## src/rtl/seq_slice_comparator.sv

```systemverilog
// Slice-serial unsigned magnitude comparator, LS slice first.
// Registered gt/lt/eq cascade seeded from gti/lti/eqi.
module seq_slice_comparator #(
  parameter int SLICE_W    = 6,
  parameter int NUM_SLICES = 4
) (
  input  logic               clk,
  input  logic               rst_n,
  input  logic               start,
  input  logic               gti,
  input  logic               lti,
  input  logic               eqi,
  input  logic [SLICE_W-1:0] a_slice,
  input  logic [SLICE_W-1:0] b_slice,
  input  logic               slice_valid,
  output logic               slice_ready,
  input  logic               abort,
  output logic               busy,
  output logic               done,
  output logic               result_valid,
  output logic               gto,
  output logic               lto,
  output logic               eqo
);

  localparam int CW = (NUM_SLICES > 1) ? $clog2(NUM_SLICES) : 1;
  localparam logic [CW-1:0] LAST = CW'(NUM_SLICES - 1);

  typedef enum logic [1:0] {
    IDLE = 2'd0,
    RUN  = 2'd1,
    DONE = 2'd2
  } state_t;

  state_t        r_state, w_state;
  logic [CW-1:0] r_cnt, w_cnt;
  logic          r_gt, r_lt, r_eq;
  logic          w_gt, w_lt, w_eq;
  logic          r_ready, w_ready;
  logic          r_busy, w_busy;
  logic          r_done, w_done;
  logic          r_rv, w_rv;
  logic          w_hs;
  logic          w_a_gt, w_a_lt;

  assign w_hs   = slice_valid & r_ready;
  assign w_a_gt = a_slice > b_slice;
  assign w_a_lt = a_slice < b_slice;

  always_comb begin
    w_state = r_state;
    w_cnt   = r_cnt;
    w_gt    = r_gt;
    w_lt    = r_lt;
    w_eq    = r_eq;
    w_ready = r_ready;
    w_busy  = r_busy;
    w_done  = 1'b0;
    w_rv    = r_rv;
    unique case (r_state)
      IDLE, DONE: begin
        if (start) begin
          w_state = RUN;
          w_cnt   = '0;
          w_rv    = 1'b0;
          w_busy  = 1'b1;
          w_ready = 1'b1;
          // eq seed dominates, then gt, then lt
          w_eq = eqi | ~(gti | lti);
          w_gt = ~eqi & gti;
          w_lt = ~eqi & ~gti & lti;
        end
      end
      RUN: begin
        if (w_hs) begin
          if (w_a_gt) begin
            w_gt = 1'b1;
            w_lt = 1'b0;
            w_eq = 1'b0;
          end else if (w_a_lt) begin
            w_gt = 1'b0;
            w_lt = 1'b1;
            w_eq = 1'b0;
          end
          if (r_cnt == LAST) begin
            w_state = DONE;
            w_cnt   = '0;
            w_ready = 1'b0;
            w_busy  = 1'b0;
            w_done  = 1'b1;
            w_rv    = 1'b1;
          end else begin
            w_cnt = r_cnt + 1'b1;
          end
        end
      end
      default: w_state = IDLE;
    endcase
    if (abort) begin
      w_state = IDLE;
      w_cnt   = '0;
      w_gt    = 1'b0;
      w_lt    = 1'b0;
      w_eq    = 1'b1;
      w_ready = 1'b0;
      w_busy  = 1'b0;
      w_done  = 1'b0;
      w_rv    = 1'b0;
    end
  end

  always_ff @(posedge clk or negedge rst_n) begin
    if (!rst_n) begin
      r_state <= IDLE;
      r_cnt   <= '0;
      r_gt    <= 1'b0;
      r_lt    <= 1'b0;
      r_eq    <= 1'b1;
      r_ready <= 1'b0;
      r_busy  <= 1'b0;
      r_done  <= 1'b0;
      r_rv    <= 1'b0;
    end else begin
      r_state <= w_state;
      r_cnt   <= w_cnt;
      r_gt    <= w_gt;
      r_lt    <= w_lt;
      r_eq    <= w_eq;
      r_ready <= w_ready;
      r_busy  <= w_busy;
      r_done  <= w_done;
      r_rv    <= w_rv;
    end
  end

  assign slice_ready  = r_ready;
  assign busy         = r_busy;
  assign done         = r_done;
  assign result_valid = r_rv;
  assign gto          = r_gt;
  assign lto          = r_lt;
  assign eqo          = r_eq;

endmodule

```

## config.mk

```make
export PLATFORM = sky130hd
export DESIGN_NAME = seq_slice_comparator
export DESIGN_NICKNAME = d
export VERILOG_FILES = /design/src/rtl/seq_slice_comparator.sv
export SDC_FILE = /design/constraint.sdc
export NUM_CORES = 1
export LEC_CHECK = 0
export ABC_AREA = 1
export CAP_MARGIN = 20
export CORE_AREA = 2 2 43 45
export DETAILED_ROUTE_END_ITERATION = 16
export DIE_AREA = 0 0 45 47
export GPL_TIMING_DRIVEN = 0
export PLACE_DENSITY = 0.83
export SETUP_SLACK_MARGIN = 0.05
export SLEW_MARGIN = 20
export SYNTH_ARGS = -nofsm -noshare
export SYNTH_HDL_FRONTEND = slang
export SYNTH_SLANG_ARGS = --single-unit
```

## constraint.sdc

```tcl
create_clock -name clk -period 2.3 [get_ports clk]
set_input_delay 0.46 -clock clk [delete_from_list [all_inputs] [get_ports clk]]
set_output_delay 0.46 -clock clk [all_outputs]
set_load 0.03 [all_outputs]
```

==> results of run 1 <==
## report_power, final
part / switching (mW) / internal, mW / total (mW)
clock network: 0.0602 / 0.0670 / 0.127
registers: 0.0433 / 0.247 / 0.290
logic: 0.291 / 0.201 / 0.492
## tightest hold or removal path, cell delays in order, from the launching register on
cell,delay (ns)
sky130_fd_sc_hd__dfstp_2,0.36
sky130_fd_sc_hd__nand2_1,0.05
sky130_fd_sc_hd__o21ai_1,0.06
## worst paths after layout
kind | cells after the start | startpoint | slack (ns) | end
worst max-delay path | 1 | eqo | 0.40 | eqo
worst min-delay path | 2 | eqo | 0.47 | eqo
min in group asynchronous | 1 | rst_n | 0.51 | r_state[0]
max in group asynchronous | 1 | rst_n | 1.45 | eqo
worst max register to register | 8 | r_state[1] | 0.99 | r_state[1]
worst min register to register | 2 | eqo | 0.47 | eqo
## per-stage QoR
step | hold slack [ns] | setup WS [ns]
finish | 0.473 | 0.396
global route | 0.503 | 0.350
global placement | 0.460 | 0.276
CTS | 0.482 | 0.384
detailed placement | 0.473 | 0.238
floorplan | 0.164 | 0.817
## kinds of logic (layout without fill, tap and decap cells)
logic type / after synthesis / after routing
DFF: 10 / 10
AOI/OAI and AO/OA: 12 / 12
adders and majority gates: 7 / 7
and+or+nand+nor: 46 / 46
buffers and inverters: 21 / 51
## registers in the layout (all words and copies together) (netlist names)
name,cells
gto,1
lto,1
r_cnt,2
busy,1
done,1
eqo,1
result_valid,1
r_state,2
## cell type report
class	count	area, sq um
fill	153	631
sequential	10	251
timing repair buffer	26	260
inverter	20	77.6
multi-input combinational	65	377
buffer	1	7.51
tap	17	21.3
clock buffer	4	26.3
## layer usage
metal  track usage (%)  vias to the layer above  part of all wire, %
met5                 0                        -                    0
met4              10.6                        0                  3.1
met3              2.69                        4                  6.6
met2              28.3                       22                   47
met1              16.9                      300                   43
li1                  -                      358                    -
## cells in the final DEF (no fill, tap or decap), drive strengths merged
master	n
a21oi	4
o21ai	7
nand3	7
clkdlybuf4s50	26
dfstp	1
buf	1
ha	7
nor2	6
dfrtp	9
inv	20
nand2	33
o31ai	1
clkbuf	4
==> load_flow_metrics.sql, run 1 <==
INSERT INTO impl_metrics (metric_group, metric, value, unit) VALUES
('synthesis', 'muxShareOfSynthArea', '0', '%'),
('timing', 'finalHoldViolCount', '0', ''),
('floorplan', 'floorplan.core_area', '1650', 'sq um'),
('place', 'place.port_buffers', '26', ''),
('grt', 'first_pass_grt_wire_length', '2360', 'microns'),
('synthesis', 'async_s_r_ff_share_synth', '100', '%'),
('grt', 'grt_max_degree', '11', ''),
('timing', 'skew', '0.00738', 'ns'),
('place', 'final_hpwl_from_detailed_placement', '1200', 'microns'),
('synthesis', 'postSynthCellCount', '96', ''),
('synthesis', 'synth_area_leaders', 'sky130_fd_sc_hd__dfrtp_1 32%, sky130_fd_sc_hd__nand2_1 15%, sky130_fd_sc_hd__ha_1 12%, sky130_fd_sc_hd__inv_1 9.5%, sky130_fd_sc_hd__dfstp_2 3.7%', ''),
('power', 'power.static_leakage', '0.534', 'nW'),
('timing', 'setup_violators_final', '0', ''),
('timing', 'timing.slew.headroom', '69.3', '%'),
('timing', 'finalWorstPathRequiredPeriod', '1.90', 'ns'),
('synthesis', 'yosysTopAreaCellShare', '31.6', '%'),
('setup_path', 'timing.critical_path.slowest_stage_cell', 'sky130_fd_sc_hd__clkdlybuf4s50_1', ''),
('clock_tree', 'postCtsResizedCells', '0', ''),
('setup_path', 'cp.required', '1.84', 'ns'),
('clock_tree', 'cts-htree-levels', '1', ''),
('power', 'max-vdd-ir-drop', '0.650', 'mV'),
('setup_path', 'crit_path_cell_trace', 'clkdlybuf4s50_1', ''),
('outcome', 'status', 'finished clean', ''),
('setup_path', 'startpoint_type_of_the_worst_setup_path', 'flip-flop', ''),
('setup_path', 'worstPathBufferInverterCount', '1', ''),
('synthesis', 'portion_of_the_post_synthesis_area_used_by_sequential_elements', '35.3', '%'),
('timing', 'slew_at_the_pin_closest_to_its_max_slew_limit', '0.459', 'ns'),
('grt', 'grt_overflow_total', '0', ''),
('floorplan', 'floorplan.io_pins', '27', ''),
('setup_path', 'critical_path.max_stage_delay', '0.66', 'ns'),
('cells_and_area', 'antenna_cells', '0', ''),
('synthesis', 'synth-seq-cells', '10', ''),
('synthesis', 'synth.cell_area', '713', 'sq um'),
('setup_path', 'timing.critical_path.to_type', 'primary output', ''),
('place', 'finalWeightedCongestion', '0.743', ''),
('power', 'power_density', '891', 'nW/um^2'),
('clock_tree', 'path_clk_slew', '0.06', 'ns'),
('synthesis', 'synth_most_common_cell', 'sky130_fd_sc_hd__nand2_1', ''),
('synthesis', 'synthDominantAreaCellType', 'sky130_fd_sc_hd__dfrtp_1', ''),
('run', 'timing.max_cap.violations', '0', ''),
('place', 'placed_cells_incl_taps', '139', ''),
('setup_path', 'critical_path.max_fanout', '2', ''),
('setup_path', 'critical_path_arrival', '1.44', 'ns'),
('routing', 'avgRoutedWirePerCell', '10.3', 'microns'),
('floorplan', 'die_area', '2120', 'sq um'),
('timing', 'timing.setup.tns', '0', 'ns'),
('synthesis', 'synthFlopType', 'sky130_fd_sc_hd__dfrtp_1', ''),
('clock_tree', 'cts-buffers-inserted', '3', ''),
('synthesis', 'synth-compound-area-share', '8.77', '%'),
('clock_tree', 'tritoncts_clock_tree', 'yes', ''),
('power', 'report.power.total', '909', 'uW'),
('synthesis', 'synth-warning-count', '0', ''),
('synthesis', 'synth_adder_area_share', '12.3', '%'),
('synthesis', 'syn_area_per_cell', '7.43', 'sq um'),
('clock_tree', 'postCtsHoldBufs', '0', ''),
('clock_tree', 'clock_insertion_delay_worst_skew', '0.27', 'ns'),
('setup_path', 'critical_path_class', 'flip-flop to primary output', ''),
('synthesis', 'ranking_of_synthesized_cells_by_instance_count', '29 x sky130_fd_sc_hd__nand2_1, 18 x sky130_fd_sc_hd__inv_1, 9 x sky130_fd_sc_hd__dfrtp_1', ''),
('synthesis', 'post_synth_edffs', '0', ''),
('floorplan', 'die_x', '45', 'microns'),
('routing', 'routed_wl', '1470', 'microns'),
('routing', 'detail_route.iter0.violations', '4', ''),
('synthesis', 'synth_xor_xnor_area_share', '0', '%'),
('grt', 'via_count_of_the_first_global_routing_pass', '616', ''),
('clock_tree', 'post-cts-setup-buffers', '0', ''),
('timing', 'final.period_utilization', '82.8', '%'),
('grt', 'antenna_violations_before_repair', '0', ''),
('clock_tree', 'cts-root-buf', 'sky130_fd_sc_hd__clkbuf_4', ''),
('floorplan', 'floorplan.initialDensity', '43.2', '%'),
('routing', 'routed-via-count', '684', ''),
('cells_and_area', 'synthToLayoutAreaGrowth', '43.2', '%');
Note: power is estimated with default switching activity, not from simulation.
==> run 2: changes to the inputs <==
Settings changed: CORE_AREA 2 2 43 45 to 2 2 47 49, DIE_AREA 0 0 45 47 to 0 0 49 51, PLACE_DENSITY 0.83 to 0.74.
Clock period 2.3 ns to 1.65 ns, I/O delays scaled along.
==> load_flow_metrics.sql, run 2 (synthesis gave the netlist of run 1 again) <==
INSERT INTO impl_metrics (metric_group, metric, value, unit) VALUES
('setup_path', 'worstPathBufferInverterCount', '1', ''),
('clock_tree', 'cts.path.max_buffers', '2', ''),
('routing', 'drtAntennaViolNets', '0', ''),
('clock_tree', 'clock_insertion_delay_worst_skew', '0.27', 'ns'),
('floorplan', 'floorplan.io_pins', '27', ''),
('timing', 'final.period_utilization', '92.6', '%'),
('grt', 'grt_max_degree', '11', ''),
('place', 'placed_cells_incl_taps', '150', ''),
('power', 'fraction_of_power_spent_switching_nets', '44.3', '%'),
('clock_tree', 'post-cts-setup-buffers', '0', ''),
('clock_tree', 'postCtsHoldBufs', '0', ''),
('setup_path', 'timing.critical_path.slowest_stage_cell', 'sky130_fd_sc_hd__dfstp_2', ''),
('grt', 'grt_overflow_total', '0', ''),
('floorplan', 'die_h', '51', 'microns'),
('cells_and_area', 'synthToLayoutAreaGrowth', '58.8', '%'),
('floorplan', 'die_area', '2500', 'sq um'),
('cells_and_area', 'antenna_cells', '0', ''),
('clock_tree', 'path_clk_slew', '0.07', 'ns'),
('timing', 'finalWorstPathRequiredPeriod', '1.53', 'ns'),
('floorplan', 'floorplan.initialDensity', '34.6', '%'),
('grt', 'globalRouteTotalUtil', '13.8', '%'),
('routing', 'detail_route.iter0.violations', '9', ''),
('power', 'power.static_leakage', '0.609', 'nW'),
('setup_path', 'critical_path_class', 'flip-flop to primary output', ''),
('power', 'comb_power_share', '51.7', '%'),
('clock_tree', 'cts-htree-levels', '1', ''),
('timing', 'whs', '0.370', 'ns'),
('setup_path', 'timing.critical_path.to_type', 'primary output', ''),
('setup_path', 'critical_path_arrival', '1.20', 'ns'),
('clock_tree', 'tritoncts_clock_tree', 'yes', ''),
('cells_and_area', 'drive_gt1_share', '27.8', '%'),
('routing', 'routed_wl', '1640', 'microns'),
('place', 'finalWeightedCongestion', '0.781', ''),
('setup_path', 'cp.required', '1.32', 'ns'),
('grt', 'grt_use_met1', '14.6', '%'),
('routing', 'dr_drc_count', '0', ''),
('cells_and_area', 'biggest_regs', 'r_cnt (2), r_state (2)', ''),
('timing', 'rsz0062_at_grt', 'false', ''),
('setup_path', 'crit_path_cell_trace', 'dlygate4sd2_1', ''),
('setup_path', 'critical_path.max_fanout', '2', ''),
('cells_and_area', 'finalNonFillerCells', '154', ''),
('grt', 'via_count_of_the_first_global_routing_pass', '674', ''),
('cells_and_area', 'nNetsFinal', '154', ''),
('grt', 'antenna_violations_before_repair', '0', ''),
('timing', 'slew_violations', '0', ''),
('timing', 'timing.slew.headroom', '69.4', '%'),
('power', 'seq_power_share', '31.0', '%'),
('cells_and_area', 'layout_commonest_cell', 'sky130_fd_sc_hd__nand2_1', ''),
('setup_path', 'cpLargestDelayFamily', 'flip-flops', ''),
('grt', 'first_pass_grt_wire_length', '2700', 'microns'),
('timing', 'timing.setup.tns', '0', 'ns'),
('clock_tree', 'cts-buffers-inserted', '3', ''),
('grt', 'top_usage_layer', 'met2', ''),
('power', 'switchingPower', '581', 'uW'),
('routing', 'firstDrtPassIters', '4', ''),
('timing', 'skew', '0.00467', 'ns'),
('setup_path', 'startpoint_type_of_the_worst_setup_path', 'flip-flop', ''),
('floorplan', 'die_x', '49', 'microns'),
('power', 'power_report.internal_total', '729', 'uW'),
('run', 'timing.max_cap.violations', '0', ''),
('routing', 'routed-via-count', '698', ''),
('power', 'power.share.clock', '17.3', '%'),
('hold_path', 'hp-class', 'primary input to async pin', ''),
('power', 'power_density', '1160', 'nW/um^2'),
('floorplan', 'floorplan.core_area', '2060', 'sq um'),
('timing', 'slew_at_the_pin_closest_to_its_max_slew_limit', '0.458', 'ns'),
('grt', 'groute.layer.met2.usage', '26.5', '%'),
('routing', 'via_count_normalized_by_instance_count', '4.53', ''),
('power', 'max-vdd-ir-drop', '0.783', 'mV'),
('place', 'final_hpwl_from_detailed_placement', '1390', 'microns'),
('clock_tree', 'cts-root-buf', 'sky130_fd_sc_hd__clkbuf_4', ''),
('timing', 'clock.fmax', '655', 'MHz'),
('setup_path', 'critical_path.max_stage_delay', '0.54', 'ns'),
('grt', 'globalRouteMet3Util', '3.80', '%'),
('floorplan', 'num_rows', '17', ''),
('cells_and_area', 'mostFrequentLayoutCells', '23 x sky130_fd_sc_hd__nand2_1, 16 x sky130_fd_sc_hd__clkdlybuf4s50_1, 15 x sky130_fd_sc_hd__inv_1', ''),
('routing', 'avgRoutedWirePerCell', '10.6', 'microns'),
('clock_tree', 'cts_num_sinks', '10', ''),
('outcome', 'status', 'finished clean', ''),
('place', 'place.port_buffers', '26', ''),
('timing', 'finalHoldViolCount', '0', ''),
('timing', 'setup_violators_final', '0', '');
## run 2: metrics by stage
stage	power [mW]	setup slack, ns	utilization [%]	area, sq um
floorplan	0.842	0.297	-	713
global placement	1.08	-0.234	48.9	1010
detailed placement	1.10	-0.300	48.9	1010
CTS	1.28	0.0504	50.8	1050
global route	1.41	0.0570	54.9	1130
finish	1.31	0.123	54.9	1130
## run 2: worst paths after layout
path / start / to / slack, ns / cells after the start
max: eqo / eqo / 0.12 / 1
min in group clk: result_valid / result_valid / 0.48 / 2
min: rst_n / gto / 0.37 / 1
max reg2reg: r_state[1] / r_state[1] / 0.31 / 8
max in group asynchronous: rst_n / eqo / 0.94 / 1
min reg2reg: result_valid / result_valid / 0.48 / 2
## run 2: layout make-up
class | instances | area [sq um]
tap | 28 | 35.0
sequential | 10 | 251
inverter | 20 | 77.6
fill | 195 | 931
clock buffer | 4 | 36.3
timing repair buffer | 26 | 263
buffer | 1 | 7.51
multi-input combinational | 65 | 462
## run 2: power by group through the flow
| stage | combinational (mW) | sequential, mW | clock, mW |
|---|---|---|---|
| 2_1_floorplan | 0.324 | 0.518 | 0 |
| 3_3_place_gp | 0.675 | 0.403 | 0 |
| 3_5_place_dp | 0.689 | 0.409 | 0 |
| 4_1_cts | 0.650 | 0.403 | 0.229 |
| 5_1_grt | 0.753 | 0.414 | 0.241 |
| 6_report | 0.678 | 0.406 | 0.226 |
## run 2: what timing repair did
action,in CTS,in global routing
pin swaps,1,8
hold endpoints to repair,0,0
gates resized for setup,9,19
endpoints found under the setup margin,9,4
## run 2: metal layers
layer	vias up	wire length, microns
met5	-	0
met4	0	12
met3	2	119
met2	27	845
met1	311	659
li1	358	-
==> run 3: changes to the inputs <==
Settings changed: CTS_CLUSTER_DIAMETER set to 80.
==> results of run 3 <==
The final DEF is identical to that of run 2; final timing and power are the same.
==> edit, RTL diff (flow settings as in run 1) <==
Reset style: synchronous (`rst_n`), changed in one clocked block.
--- a/src/rtl/seq_slice_comparator.sv
+++ b/src/rtl/seq_slice_comparator.sv
@@ -110,5 +110,5 @@
   end
 
-  always_ff @(posedge clk or negedge rst_n) begin
+  always_ff @(posedge clk) begin
     if (!rst_n) begin
       r_state <= IDLE;
Check against the original RTL: differs if rst_n is asserted again (counterexample within 4 cycles, from zero or initial values and one cycle with rst_n low); with rst_n held inactive, the same outputs for 10 cycles.
==> edit against run 1 <==
  * Sequential cell count unchanged
  * Design area decreased by 0.86%
  * Final cell count increased by 2.8%
  * Count of clock-buffer cells in the layout unchanged
  * Area after synthesis decreased by 2.6%
  * Critical path depth increased by 1
  * Worst setup slack improved by 21 ps
  * Sequential share of layout area decreased by 4.9 points
  * Routed wire length decreased by 4.2%
Power is not compared: it rests on default switching activity, and its combinational part moved more than twofold at a synthesized area within 25%.
==> edit: results (changes against run 1) <==
The run finished with clean final reports. The run gives 0 (unchanged) as the count of yosys warnings during synthesis. The tools report the placed wire-length estimate after detailed placement as 1.22 mm (+1.5%).

The cell count after placement is 143 (+2.9%). For the number of global-route vias before repair, the log shows 657 (+6.7%). The post-detailed-route via-to-cell ratio was 4.63 (-3.1%).

The post-synthesis compound-gate area fraction works out to 12.3% (+3.5 points). The sequential area share after synthesis is 28.8% (-6.4 points). The xor/xnor cell area share of the yosys netlist is 1.26% (+1.3 points), and the number of buffers created by CTS is 3 (unchanged). For the total number of nets in the final design, the log shows 158 (+2.6%). The run gives 7.98 ps (+0.598 ps) as the clock tree skew after final layout. The logs give 0.832 (+12%) for the routability-driven placement congestion ratio and 79.4% (+10 points) for the headroom to the max-slew limit. The final cell count without fillers was 147 (+2.8%); the number of detailed-routing iterations run before antenna repair was 4 (+1). In the synthesized netlist the dominant register cell turns out to be sky130_fd_sc_hd__dfxtp_1. The routed wire length per instance is 9.55 µm (-6.8%), and the mean instance size in the synthesized netlist is 6.94 µm² (-6.5%).

The fill cell instance count of the final layout was 165 (+7.8%). The critical path arrival is 1420 ps (-20 ps), and the initial antenna violation count is 0 (unchanged). The run gives 469 ps (-3.79 ps) as the worst slack on hold paths.

The maximum fanout count along the critical path came out at 4 (+2). The final antenna diode count was 0 (unchanged). The internal reg-to-reg setup slack was 1040 ps (+50 ps). After synthesis, the most frequently instantiated cells are sky130_fd_sc_hd__nand2_1, sky130_fd_sc_hd__inv_1, sky130_fd_sc_hd__dfxtp_1, sky130_fd_sc_hd__ha_1, sky130_fd_sc_hd__nor2_1.

Sorting the synthesized cells by area gives the leading types as sky130_fd_sc_hd__dfxtp_1, sky130_fd_sc_hd__nand2_1, sky130_fd_sc_hd__ha_1. The global-route usage over all layers came out at 15.4% (-0.30 points). For the first-pass GRT wire length, the log shows 2.39 mm (+1.5%). For the peak clock frequency supported by timing, the log shows 531 MHz (+1.1%). The share of synthesized flip-flops with an asynchronous set or reset is 0% (-100 points), and the net count of the mapped netlist is 127 (+3.3%). Worst-case setup slack after placement: 176 ps (-62.3 ps).

The maximum number of pins on one net before global-route repair came out at 8 (-3). The fraction of layout instances using a drive strength above 1 is 13.1% (-0.42 points). Violation count after the first detailed-route iteration: 2 (-2). Area share of fa/ha/maj cells after synthesis: 12.6% (+0.33 points).
edit: cell types whose count changed in the layout (fill, tap and decap cells not counted), sizes merged:
cell	delta
a211oi	+1
a21oi	+5
dfrtp	-9
dfstp	-1
dfxtp	+10
nand3	-1
nor2	+3
nor3	+1
o21ai	-5
o31ai	-1
xor2	+1
edit: layout make-up:
cell class | count | area, µm² | area share, %
Sequential cell | 10 | 200 | 19.8
Inverter | 20 | 80.1 | 7.91
Buffer | 1 | 7.51 | 0.742
Timing Repair Buffer | 26 | 260 | 25.7
Multi-Input combinational cell | 69 | 407 | 40.2
Tap cell | 17 | 21.3 | 2.10
Clock buffer | 4 | 36.3 | 3.58
edit: critical path: stages (launching register included):
cell                              delay (ps)
sky130_fd_sc_hd__dfxtp_1                 380
sky130_fd_sc_hd__buf_4                   120
sky130_fd_sc_hd__clkdlybuf4s50_1         650
edit: report_power, final:
| part | internal (W) | switching, W |
|---|---|---|
| clock network | 0.0000961 | 0.0000650 |
| registers | 0.000179 | 0.00000468 |
| logic | 0.0000644 | 0.0000626 |
edit: worst paths after layout:
kind / depth (start not counted) / to / from
max: 2 / slice_ready / busy
min: 2 / result_valid / result_valid
max reg2reg: 9 / lto / r_state[1]
min reg2reg: 2 / result_valid / result_valid
edit: cells by family (layout without fill, tap and decap cells):
group | count (synthesis) | after routing
AOI/OAI and AO/OA | 12 | 12
xor gates and xnor gates | 1 | 1
DFF | 10 | 10
and+or+nand+nor | 49 | 49
buffers and inverters | 21 | 51
adders and majority gates | 7 | 7
edit: through the flow:
stage | area [µm²] | total power (W) | utilization [%]
floorplan | 694 | 0.000261 | -
global placement | 976 | 0.000312 | 59.1
detailed placement | 976 | 0.000315 | 59.1
CTS | 1010 | 0.000478 | 61.3
global route | 1010 | 0.000501 | 61.3
finish | 1010 | 0.000472 | 61.3
edit: routing by layer:
layer	GRT usage (%)	vias up	part of all wire, %
li1	-	367	-
met1	17.2	300	44
met2	28.9	14	51
met3	5.77	0	4.6
met4	1.76	0	0
met5	0	-	0
